[src/rtl/q_capture_pkg.sv]
// q_change_capture shared types and defaults.
// Widths and limits used by the capture top and its FIFO.
package q_capture_pkg;

  localparam int DEF_WIDTH = 4;
  localparam int DEF_DEPTH = 8;
  localparam int DEF_CNT_W = 8;
  localparam int PTR_W     = $clog2(DEF_DEPTH);

  typedef logic [DEF_WIDTH-1:0] sample_t;

  localparam sample_t DEF_MASK = 4'hF;

  localparam logic [DEF_CNT_W-1:0] CNT_MAX = '1;

endpackage

[src/rtl/capture_fifo.sv]
// Synchronous show-ahead FIFO.
// Head is muxed from storage and forced to zero when empty.
import q_capture_pkg::*;

module capture_fifo #(
  parameter int W     = DEF_WIDTH,
  parameter int DEPTH = DEF_DEPTH
) (
  input  logic                   clk,
  input  logic                   rst_n,
  input  logic                   flush,
  input  logic                   push,
  input  logic                   pop,
  input  logic [W-1:0]           wdata,
  output logic [W-1:0]           rdata,
  output logic                   full,
  output logic                   empty,
  output logic [$clog2(DEPTH):0] level
);

  localparam int PW = $clog2(DEPTH);

  logic [W-1:0] mem [DEPTH];
  logic [PW:0]  wr;
  logic [PW:0]  rd;

  always_ff @(posedge clk) begin
    if (!rst_n) begin
      wr <= '0;
      rd <= '0;
    end else if (flush) begin
      wr <= '0;
      rd <= '0;
    end else begin
      if (push) wr <= wr + 1'b1;
      if (pop)  rd <= rd + 1'b1;
    end
  end

  // Storage carries no reset; only slots below wr are ever read.
  always_ff @(posedge clk) begin
    if (rst_n && !flush && push)
      mem[wr[PW-1:0]] <= wdata;
  end

  assign empty = (wr == rd);
  assign full  = (wr[PW] != rd[PW]) &&
                 (wr[PW-1:0] == rd[PW-1:0]);
  assign level = wr - rd;
  assign rdata = empty ? '0 : mem[rd[PW-1:0]];

endmodule

[src/rtl/q_change_capture.sv]
// Masked change detector on the q1..q4 sample bus.
// Changes queue into a FIFO with a saturating count and sticky overflow.
import q_capture_pkg::*;

module q_change_capture #(
  parameter int               WIDTH = DEF_WIDTH,
  parameter int               DEPTH = DEF_DEPTH,
  parameter int               CNT_W = DEF_CNT_W,
  parameter logic [WIDTH-1:0] MASK  = DEF_MASK
) (
  input  logic                   clk,
  input  logic                   rst_n,
  input  logic [WIDTH-1:0]       q_in,
  input  logic                   in_en,
  input  logic                   flush,
  output logic [WIDTH-1:0]       out_data,
  output logic                   out_valid,
  input  logic                   out_ready,
  output logic [$clog2(DEPTH):0] level,
  output logic                   overflow,
  output logic [CNT_W-1:0]       change_cnt
);

  localparam logic [CNT_W-1:0] SAT = '1;

  logic [WIDTH-1:0] prev;
  logic             hist_vld;
  logic             change;
  logic             full;
  logic             empty;
  logic             push;
  logic             pop;

  assign change = in_en &&
                  (!hist_vld || ((q_in ^ prev) & MASK) != '0);
  assign pop    = !empty && out_ready && !flush;
  assign push   = change && (!full || pop) && !flush;

  assign out_valid = !empty;

  always_ff @(posedge clk) begin
    if (!rst_n) begin
      prev       <= '0;
      hist_vld   <= 1'b0;
      overflow   <= 1'b0;
      change_cnt <= '0;
    end else if (flush) begin
      hist_vld   <= 1'b0;
      overflow   <= 1'b0;
      change_cnt <= '0;
    end else begin
      if (in_en) begin
        prev     <= q_in;
        hist_vld <= 1'b1;
      end
      if (change && change_cnt != SAT)
        change_cnt <= change_cnt + 1'b1;
      if (change && full && !pop)
        overflow <= 1'b1;
    end
  end

  capture_fifo #(
    .W     (WIDTH),
    .DEPTH (DEPTH)
  ) u_fifo (
    .clk   (clk),
    .rst_n (rst_n),
    .flush (flush),
    .push  (push),
    .pop   (pop),
    .wdata (q_in),
    .rdata (out_data),
    .full  (full),
    .empty (empty),
    .level (level)
  );

endmodule

[config.mk]
export PLATFORM = sky130hd
export DESIGN_NAME = q_change_capture
export DESIGN_NICKNAME = d
export VERILOG_FILES = /design/src/rtl/q_capture_pkg.sv /design/src/rtl/capture_fifo.sv /design/src/rtl/q_change_capture.sv
export SDC_FILE = /design/constraint.sdc
export NUM_CORES = 1
export LEC_CHECK = 0
export ABC_CLOCK_PERIOD_IN_PS = 3250
export CORE_ASPECT_RATIO = 0.9
export CORE_MARGIN = 10
export CORE_UTILIZATION = 50
export CTS_CLUSTER_SIZE = 24
export DETAILED_ROUTE_END_ITERATION = 10
export PLACE_DENSITY = 0.73
export SLEW_MARGIN = 20
export SYNTH_ARGS = -nofsm -noshare
export SYNTH_HDL_FRONTEND = slang
export SYNTH_SLANG_ARGS = --single-unit
export TNS_END_PERCENT = 1
[constraint.sdc]
create_clock -name clk -period 3.25 [get_ports clk]
set_input_delay 0.65 -clock clk [delete_from_list [all_inputs] [get_ports clk]]
set_output_delay 0.65 -clock clk [all_outputs]
set_load 0.005 [all_outputs]
# Word-level counts from Yosys, hierarchy flattened
# Memory sizes are Yosys's and may differ from the RTL's. A register that Yosys moved wholly into a read port is not among the register bits.
# Cells that the tools add are included.
dict set report classes {
  n_addsub 4
  eq_ne 4
  muxes 5
  bitwise_logic 3
  reduce_logical 21
}
# op count
set ops {}
lappend ops {{$logic_and A1 B1 Y1} 11}
lappend ops {{$add A4 B1 Y4 const B} 2}
lappend ops {{$add A8 B1 Y8 const B} 1}
lappend ops {{$ne A8 B8 Y1 const B} 1}
lappend ops {{$mux W3} 2}
lappend ops {{$logic_not A1 Y1} 5}
lappend ops {{$eq A4 B4 Y1} 1}
lappend ops {{$mux W4} 1}
lappend ops {{$reduce_bool A4 Y1} 1}
lappend ops {{$sub A4 B4 Y4} 1}
lappend ops {{$xor A4 B4 Y4} 1}
lappend ops {{$eq A3 B3 Y1} 1}
lappend ops {{$logic_or A1 B1 Y1} 2}
lappend ops {{$mux W1} 2}
lappend ops {{$not A1 Y1} 2}
lappend ops {{$reduce_and A2 Y1} 1}
lappend ops {{$reduce_or A2 Y1} 1}
lappend ops {{$ne A1 B1 Y1} 1}
dict set report totals {
  regBits 22
  mem_bits_rw 32
  in_bits 9
  out_inout_bits 18
  memories 1
}
# memory words word_bits rd rd_ports_with_merged_regs wr line
set mem_list {}
lappend mem_list {u_fifo.mem 8 4 1 1 1 capture_fifo.sv:23} ;# logic [W-1:0] mem [DEPTH];

# Logic depth before layout (Yosys ltp)
# Gate-level depths: netlist of run 1.
dict set report logic_depth {
  ltp_word 10
  depth_mapped 8
}

# By module
# A second synthesis of run 1 with hierarchy kept.
dict set report hier_totals {
  hier_cells 219
  hier_area_um2 2590.0
}
# mod instances cells_per_inst area_each_um2
set modules_own_cells {}
lappend modules_own_cells {capture_fifo 1 139 1883.1}
lappend modules_own_cells {q_change_capture 1 80 706.9}

# Least setup slack after synthesis of run 1
# Ideal clock, no wire load.
dict set report synth_path {
  path_type {in2reg}
  startpoint {input port in_en}
  endpoint {memory u_fifo.mem[1][0] (netlist name), enable pin}
  setup_time_ns 0.379
  arrival_time_ns 1.929
  t_required_ns 2.871
  setup_slack_ns 0.942
  stages 6
  n_path_buf 1
  path_cell_list {nor2b_1 -> buf_2 -> o31a_1 -> o21ai_2 -> nor2_1 -> nor4b_1}
}
dict set report synth_between {
  elab_chain_len 6
}
# element line
set synth_rtl {}
lappend synth_rtl {{start, declared} q_change_capture.sv:14} ;# input logic in_en,
lappend synth_rtl {{$logic_and A1 B1 Y1} q_change_capture.sv:34} ;# assign change = in_en &&
lappend synth_rtl {{$logic_and A1 B1 Y1 (2 in series)} q_change_capture.sv:37} ;# assign push = change && (!full || pop) && !flush;
lappend synth_rtl {{$logic_and A1 B1 Y1} capture_fifo.sv:42} ;# if (rst_n && !flush && push)
lappend synth_rtl {{$mux W1} capture_fifo.sv:42}
lappend synth_rtl {{$mux W1 (not written as such)} capture_fifo.sv:43} ;# mem[wr[PW-1:0]] <= wdata;
lappend synth_rtl {{end, declared} capture_fifo.sv:23}
# No other way between the ends.

# Final worst setup path of run 1
dict set report layout_path {
  startpoint {register u_fifo.wr[0]}
  endpoint {output port out_valid}
}
dict set report layout_between {
  elab_chain_len 2
}
# element line
set layout_rtl {}
lappend layout_rtl {{start, declared} capture_fifo.sv:24} ;# logic [PW:0] wr;
lappend layout_rtl {{start signal, assigned} capture_fifo.sv:35} ;# if (push) wr <= wr + 1'b1;
lappend layout_rtl {{$eq A4 B4 Y1} capture_fifo.sv:46} ;# assign empty = (wr == rd);
lappend layout_rtl {{$logic_not A1 Y1} q_change_capture.sv:39} ;# assign out_valid = !empty;
lappend layout_rtl {{end, declared} q_change_capture.sv:17} ;# output logic out_valid,
# No other way between the ends.

==> results of run 1 <==
[how the worst max path moves through the flow]
stage / from / end / slack [ps] / cells after the start
after detailed placement: in_en / u_fifo.mem[1][3] / 530 / 7
after CTS: u_fifo.wr[0] / out_valid / 270 / 6
after global routing: u_fifo.wr[0] / out_valid / 140 / 6
after global placement: in_en / u_fifo.mem[3][2] / 600 / 7
final: u_fifo.wr[0] / out_valid / 320 / 6
after floorplan: in_en / u_fifo.mem[1][0] / 940 / 6
[state kept, by name, summed over array words and instances (netlist names), named ones only]
register and cells:
hist_vld 1, overflow 1, u_fifo.mem 32, prev 4, change_cnt 8, u_fifo.wr 4, u_fifo.rd 4
[layout make-up]
class                           instances  area, µm²
Clock buffer                            9        124
Clock inverter                          7       47.5
Fill cell                             402       1810
Inverter                               12       45.0
Multi-Input combinational cell        129        992
Sequential cell                        57       1460
Tap cell                               65       81.3
Timing Repair Buffer                   36        335
[per-layer routing]
metal  vias up  track usage  wire [µm]
met3         8       0.0761        506
met2        49        0.191       2200
met4         0       0.0503         59
met1       813        0.166       2210
li1        830            -          -
met5         -            0          0
[power by group through the flow]
stage               clock network, mW  registers, mW  logic, mW
floorplan                           0          0.786     0.0441
detailed placement                  0          0.787     0.0832
CTS                             0.571          0.772     0.0836
global route                    0.608          0.772     0.0916
finish                          0.556          0.772     0.0825
global placement                    0          0.787     0.0823
[cell usage after synthesis, drive strengths merged, types with 5 or more instances]
| cell | n |
|---|---|
| ha | 6 |
| nor2 | 17 |
| buf | 5 |
| nand3 | 10 |
| dfxtp | 25 |
| o21ai | 7 |
| xnor2 | 10 |
| nand2 | 11 |
| mux4 | 8 |
| nor2b | 7 |
| a21oi | 12 |
| inv | 12 |
| mux2i | 8 |
| edfxtp | 32 |
[critical path, cell delays in order (launching register included)]
cell	delay, ps
dfxtp_1	410
inv_1	140
ha_1	310
nand3_1	120
nor2_1	380
inv_2	100
clkdlybuf4s50_1	470
[logic make-up (layout without fill, tap and decap cells)]
logic type / Yosys count / count (layout) / share of synthesized area
buf+inv: 19 / 64 / 0.0349
xor+xnor: 11 / 11 / 0.0379
compound gates: 29 / 29 / 0.0758
simple gates: 66 / 66 / 0.137
flops: 57 / 57 / 0.575
fa+ha+maj: 7 / 7 / 0.0374
mux: 16 / 16 / 0.102
[cell usage in the layout (no fill, tap or decap), types with 4 or more instances in the layout]
master	instances
mux2i_1	8
clkdlybuf4s50_1	26
edfxtp_1	32
ha_1	6
mux4_2	8
dfxtp_1	25
xnor2_1	10
buf_4	10
inv_1	11
a21oi_1	12
nand3_1	10
nor2_1	17
nor4_1	4
clkinvlp_4	4
nor2b_1	7
nand2_1	11
o21ai_0	5
clkbuf_8	9
[stage by stage]
stage | hold WS (ps) | cell area (µm²) | utilization | worst slack (ps)
CTS | 488 | 3090 | 0.631 | 267
global route | 505 | 3090 | 0.631 | 137
floorplan | 451 | 2540 | - | 942
detailed placement | 471 | 2920 | 0.596 | 533
finish | 484 | 3090 | 0.631 | 320
global placement | 461 | 2920 | 0.596 | 600
==> summary.txt, run 1 <==
Outcome
  • Status: completed

Logic synthesis
  • Ys Warns: 0
  • Post-synth top flop: edfxtp_1
  • Sequential area share after synthesis: 0.575
  • Syn Nets: ~220
  • Synth area leader: edfxtp_1
  • Mean Syn Cell Area: around 12 µm²
  • Area contributors post-synth: edfxtp_1, dfxtp_1, mux4_2, xnor2_1, mux2i_1
  • Netlist area before placement: about 2500 µm²
  • Top-area cell type share of the netlist area: 0.378
  • Cells after synthesis: between 200 and 250
  • Yosys reg bits: 57
  • Post-synth ARST share: 0
  • Post-synth EDFFs: 32
  • Synth cell types: between 40 and 50

Clock tree
  • PostCTS Resize Cnt: 0
  • Setup bufs post-CTS: 0
  • TritonCTS clock tree: done
  • CTS Buf Count: 9
  • Root Driver: clkbuf_8
  • Longest Clk Path Bufs: 2
  • H-Tree Depth: 3
  • Worst skew pair latency: between 300 and 400 ps
  • CTS clk-pin slew, worst paths: 60 ps
  • Clock Sink Count: 57
  • Hold_buf cts: 0

Power and ir drop
  • Combinational Power Share: 0.059
  • Total power: between 1 and 1.5 mW
  • Pwr/cell area: between 400 and 500 nW/µm²
  • VDD IR-drop max: 306 µV
  • P_sw: 0.332 mW
  • Internal power: approximately 1.1 mW
  • Seq pwr share: 0.547
  • Clock share of power: 0.394
  • Sw Ratio: 0.235
  • Leak pwr: between 1 and 1.5 nW

Timing
  • Slew margin rel.: 0.639
  • Period utilization: 0.902
  • Setup tns final: 0 ps
  • RSZ-0062 raised after global routing: no
  • Achievable frequency: between 0.3 and 0.4 GHz
  • Slew Limit Fails: 0
  • Clock period minus worst slack: approximately 2900 ps
  • Endpoints failing setup: 0
  • Max Clock Skew: 6.67 ps
  • Actual slew at the worst max-slew pin: about 540 ps
  • Final Hold Fails: 0

Worst setup path
  • Worst reg2reg startpoint: u_fifo.wr[2]
  • Worst setup path class: flip-flop to output port
  • Worst r2r dst: u_fifo.mem[1][1]
  • CP Capture Type: output port
  • Reg2Reg Setup Slack: ~900 ps
  • Worst reg-to-reg path cell count: 7
  • Critical Path RT: between 2000 and 3000 ps
  • Crit path DAT: between 2000 and 2500 ps
  • CP Launch Type: flip-flop
  • Crit-path max FO: 6

Placement
  • PortBufs: 26
  • Placer Congestion: between 0.7 and 0.8
  • Placed insts: roughly 300
  • DPL Wire Length: 3.69 mm

Hold path
  • Worst Hold End: overflow
  • HP Start: overflow
  • Hold path depth: 2
  • HP Class: flip-flop to flip-flop

Floorplanning
  • DIE AREA: around 8300 µm²
  • Area of the core: 4890 µm²
  • Die height: 87.7 µm
  • Initial Utilization: 0.519
  • Row count: 24
  • DIE WIDTH: approximately 95 µm
  • I/O Pins: 27

Global routing
  • Vias in the first global route: around 1,700
  • Grt total ovfl: 0
  • Initial antenna violation count: 0
  • Largest net degree at the start of global routing: 20
  • Global-route wire length before repair: 8.36 mm
  • GRT Total Usage: 0.134

Finish
  • Layout area overhead: 21.4%
  • Nets: between 200 and 300
  • Layout cells sized above 1: 0.168
  • Final Non-Filler Cells: approximately 320
  • ANT cells: 0

Route
  • Detail Route Antenna Nets: 0
  • Initial DRC Count: 95
  • Total wire length: between 4 and 5 mm
  • Vias per cell: between 5 and 6
  • Vias: around 1,700
  • DRC: 0
  • DRT Pass-1 Iters: 4
  • Drt wl/cell: about 16 µm

Flow run
  • Max-Cap Viols: 0
Power figures use the tool's default switching activity.
==> run 2: changes to the inputs <==
ABC_CLOCK_PERIOD_IN_PS = 3400   (was 3250)
clock period = 3.4 ns   (was 3.25 ns; I/O delays follow)
==> run 2 against run 1 <==
Net effect:
- non-clock buffer count fell by 1
- critical endpoint unchanged
- clock power fell by 5.2%
- routed wire length rose by 5.4%
- global-route usage rose by 0.34 points
- via count rose by 0.47%
- largest cell class unchanged
- worst hold slack improved by 4.7 ps
==> summary.txt, run 2 (synthesized netlist as in run 1, its figures left out) <==
Finish
  • Layout cells sized above 1: 0.161 (-0.00736)
  • Layout area overhead: 20.9%
  • Most frequent cells in the layout: edfxtp_1, clkdlybuf4s50_1, dfxtp_1, nor2_1, a21oi_1
  • Nets: 260 (-0.38%)
  • Core Util, Final: 0.628 (-0.00281)
  • Most common cell after layout, fill and taps aside: edfxtp_1
  • Max reg flops: 32 (unchanged)
  • ANT cells: 0 (unchanged)

Global routing
  • Grt total ovfl: 0 (unchanged)
  • Vias in the first global route: 1,673 (+1.1%)
  • Largest net degree at the start of global routing: 13 (-35%)
  • Initial antenna violation count: 0 (unchanged)
  • Global-route wire length before repair: 8.58 mm (+2.6%)
  • GRT Total Usage: 0.138 (+0.00343)

Placement
  • PortBufs: 26 (unchanged)
  • DPL Wire Length: 3.79 mm (+2.6%)
  • Placer Congestion: 0.800 (+4.6%)

Timing
  • Endpoints failing setup: 0 (unchanged)
  • Period utilization: 0.893
  • Actual slew at the worst max-slew pin: 513 ps (-27.3 ps)
  • Clock period minus worst slack: roughly 3000 ps
  • Final Hold Fails: 0 (unchanged)
  • Slew Limit Fails: 0 (unchanged)
  • Achievable frequency: 0.329 GHz
  • Max Clock Skew: 7.55 ps (+0.880 ps)
  • Slew margin rel.: 0.657 (+0.0185)
  • Min Hold Slack: 488 ps (+4.68 ps)
  • Setup tns final: 0 ps (unchanged)
  • RSZ-0062 raised after global routing: no

Route
  • Initial DRC Count: 83 (-13%)
  • Vias per cell: 5.44 (+0.79%)
  • Total wire length: 5.25 mm (+5.4%)
  • Vias: 1,708 (+0.47%)
  • DRC: 0 (unchanged)
  • Drt wl/cell: 16.7 µm (+5.8%)
  • DRT Pass-1 Iters: 4 (unchanged)
  • Detail Route Antenna Nets: 0 (unchanged)

Worst setup path
  • Critical Path RT: 2720 ps (+120 ps)
  • Worst reg2reg startpoint: u_fifo.wr[0]
  • Crit path DAT: 2360 ps (+80 ps)
  • Crit path capture: out_valid
  • CP Launch Type: flip-flop
  • Reg2Reg Setup Slack: 910 ps (about the same)
  • Worst r2r dst: u_fifo.mem[3][2]
  • Worst setup path class: flip-flop to output port
  • Crit path from: u_fifo.wr[0]
  • Crit-path max FO: 6 (unchanged)
  • CP Capture Type: output port
  • Worst reg-to-reg path cell count: 8 (+1)

Floorplanning
  • Initial Utilization: 0.519 (unchanged)
  • DIE AREA: 8340 µm² (unchanged)
  • Area of the core: 4890 µm² (unchanged)
  • I/O Pins: 27 (unchanged)
  • Die height: 87.7 µm (unchanged)
  • DIE WIDTH: 95.2 µm (unchanged)
  • Row count: 24 (unchanged)

Power and ir drop
  • Leak pwr: 1.04 nW (+0.99%)
  • Pwr/cell area: 437 nW/µm² (-4.3%)
  • VDD IR-drop max: 306 µV (about the same)

Hold path
  • HP Class: flip-flop to flip-flop
  • HP Start: hist_vld

Clock tree
  • Worst skew pair latency: 330 ps (about the same)
  • PostCTS Resize Cnt: 0 (unchanged)
  • Setup bufs post-CTS: 0 (unchanged)
  • H-Tree Depth: 3 (unchanged)
  • Hold_buf cts: 0 (unchanged)
  • Longest Clk Path Bufs: 2 (unchanged)
  • Root Driver: clkbuf_8
  • Clock Sink Count: 57 (unchanged)
  • CTS clk-pin slew, worst paths: 60 ps (about the same)
  • TritonCTS clock tree: done
  • CTS Buf Count: 9 (unchanged)

Flow run
  • Max-Cap Viols: 0 (unchanged)

Outcome
  • Status: completed
run 2: worst min path at each step:
| stage | end | slack (ps) | cells after the start |
|---|---|---|---|
| 6_report | hist_vld | 490 | 2 |
| 5_1_grt | u_fifo.wr[3] | 550 | 2 |
| 4_1_cts | hist_vld | 490 | 2 |
| 3_5_place_dp | hist_vld | 480 | 2 |
| 3_3_place_gp | overflow | 460 | 2 |
| 2_1_floorplan | hist_vld | 450 | 2 |
run 2: final cells by class:
| type | instances | area (µm²) |
|---|---|---|
| sequential | 57 | 1460 |
| tap | 65 | 81.3 |
| clock buffer | 12 | 145 |
| inverter | 12 | 45.0 |
| fill | 416 | 1820 |
| multi-input combinational | 129 | 992 |
| timing repair buffer | 35 | 328 |
| clock inverter | 4 | 20.0 |
run 2: where the power goes:
part	switching [mW]	internal [mW]	total, mW
registers	0.00527	0.733	0.738
logic	0.0407	0.0377	0.0784
clock network	0.248	0.279	0.527
total	0.294	1.05	1.34
run 2: critical path, stage by stage (launching register included):
cell and delay, ps:
dfxtp_1 440, inv_1 160, ha_1 320, nand3_1 150
nor2_1 380, inv_2 110, clkdlybuf4s50_1 460
run 2: layer usage:
layer,share of wire,vias to the layer above,GRT usage,wire (µm)
met2,0.47,50,0.212,2460
li1,-,830,-,-
met4,0.017,0,0.0530,89
met3,0.079,11,0.0650,416
met5,0,-,0,0
met1,0.44,817,0.163,2280
run 2: metrics by stage:
| step | worst slack, ps | cell area, µm² | power, mW | std cells |
|---|---|---|---|---|
| floorplan | 1060 | 2540 | 0.793 | 205 |
| global placement | 570 | 2910 | 0.831 | 298 |
| detailed placement | 526 | 2910 | 0.832 | 298 |
| CTS | 327 | 3070 | 1.36 | 314 |
| global route | 235 | 3070 | 1.40 | 314 |
| finish | 363 | 3070 | 1.34 | 314 |
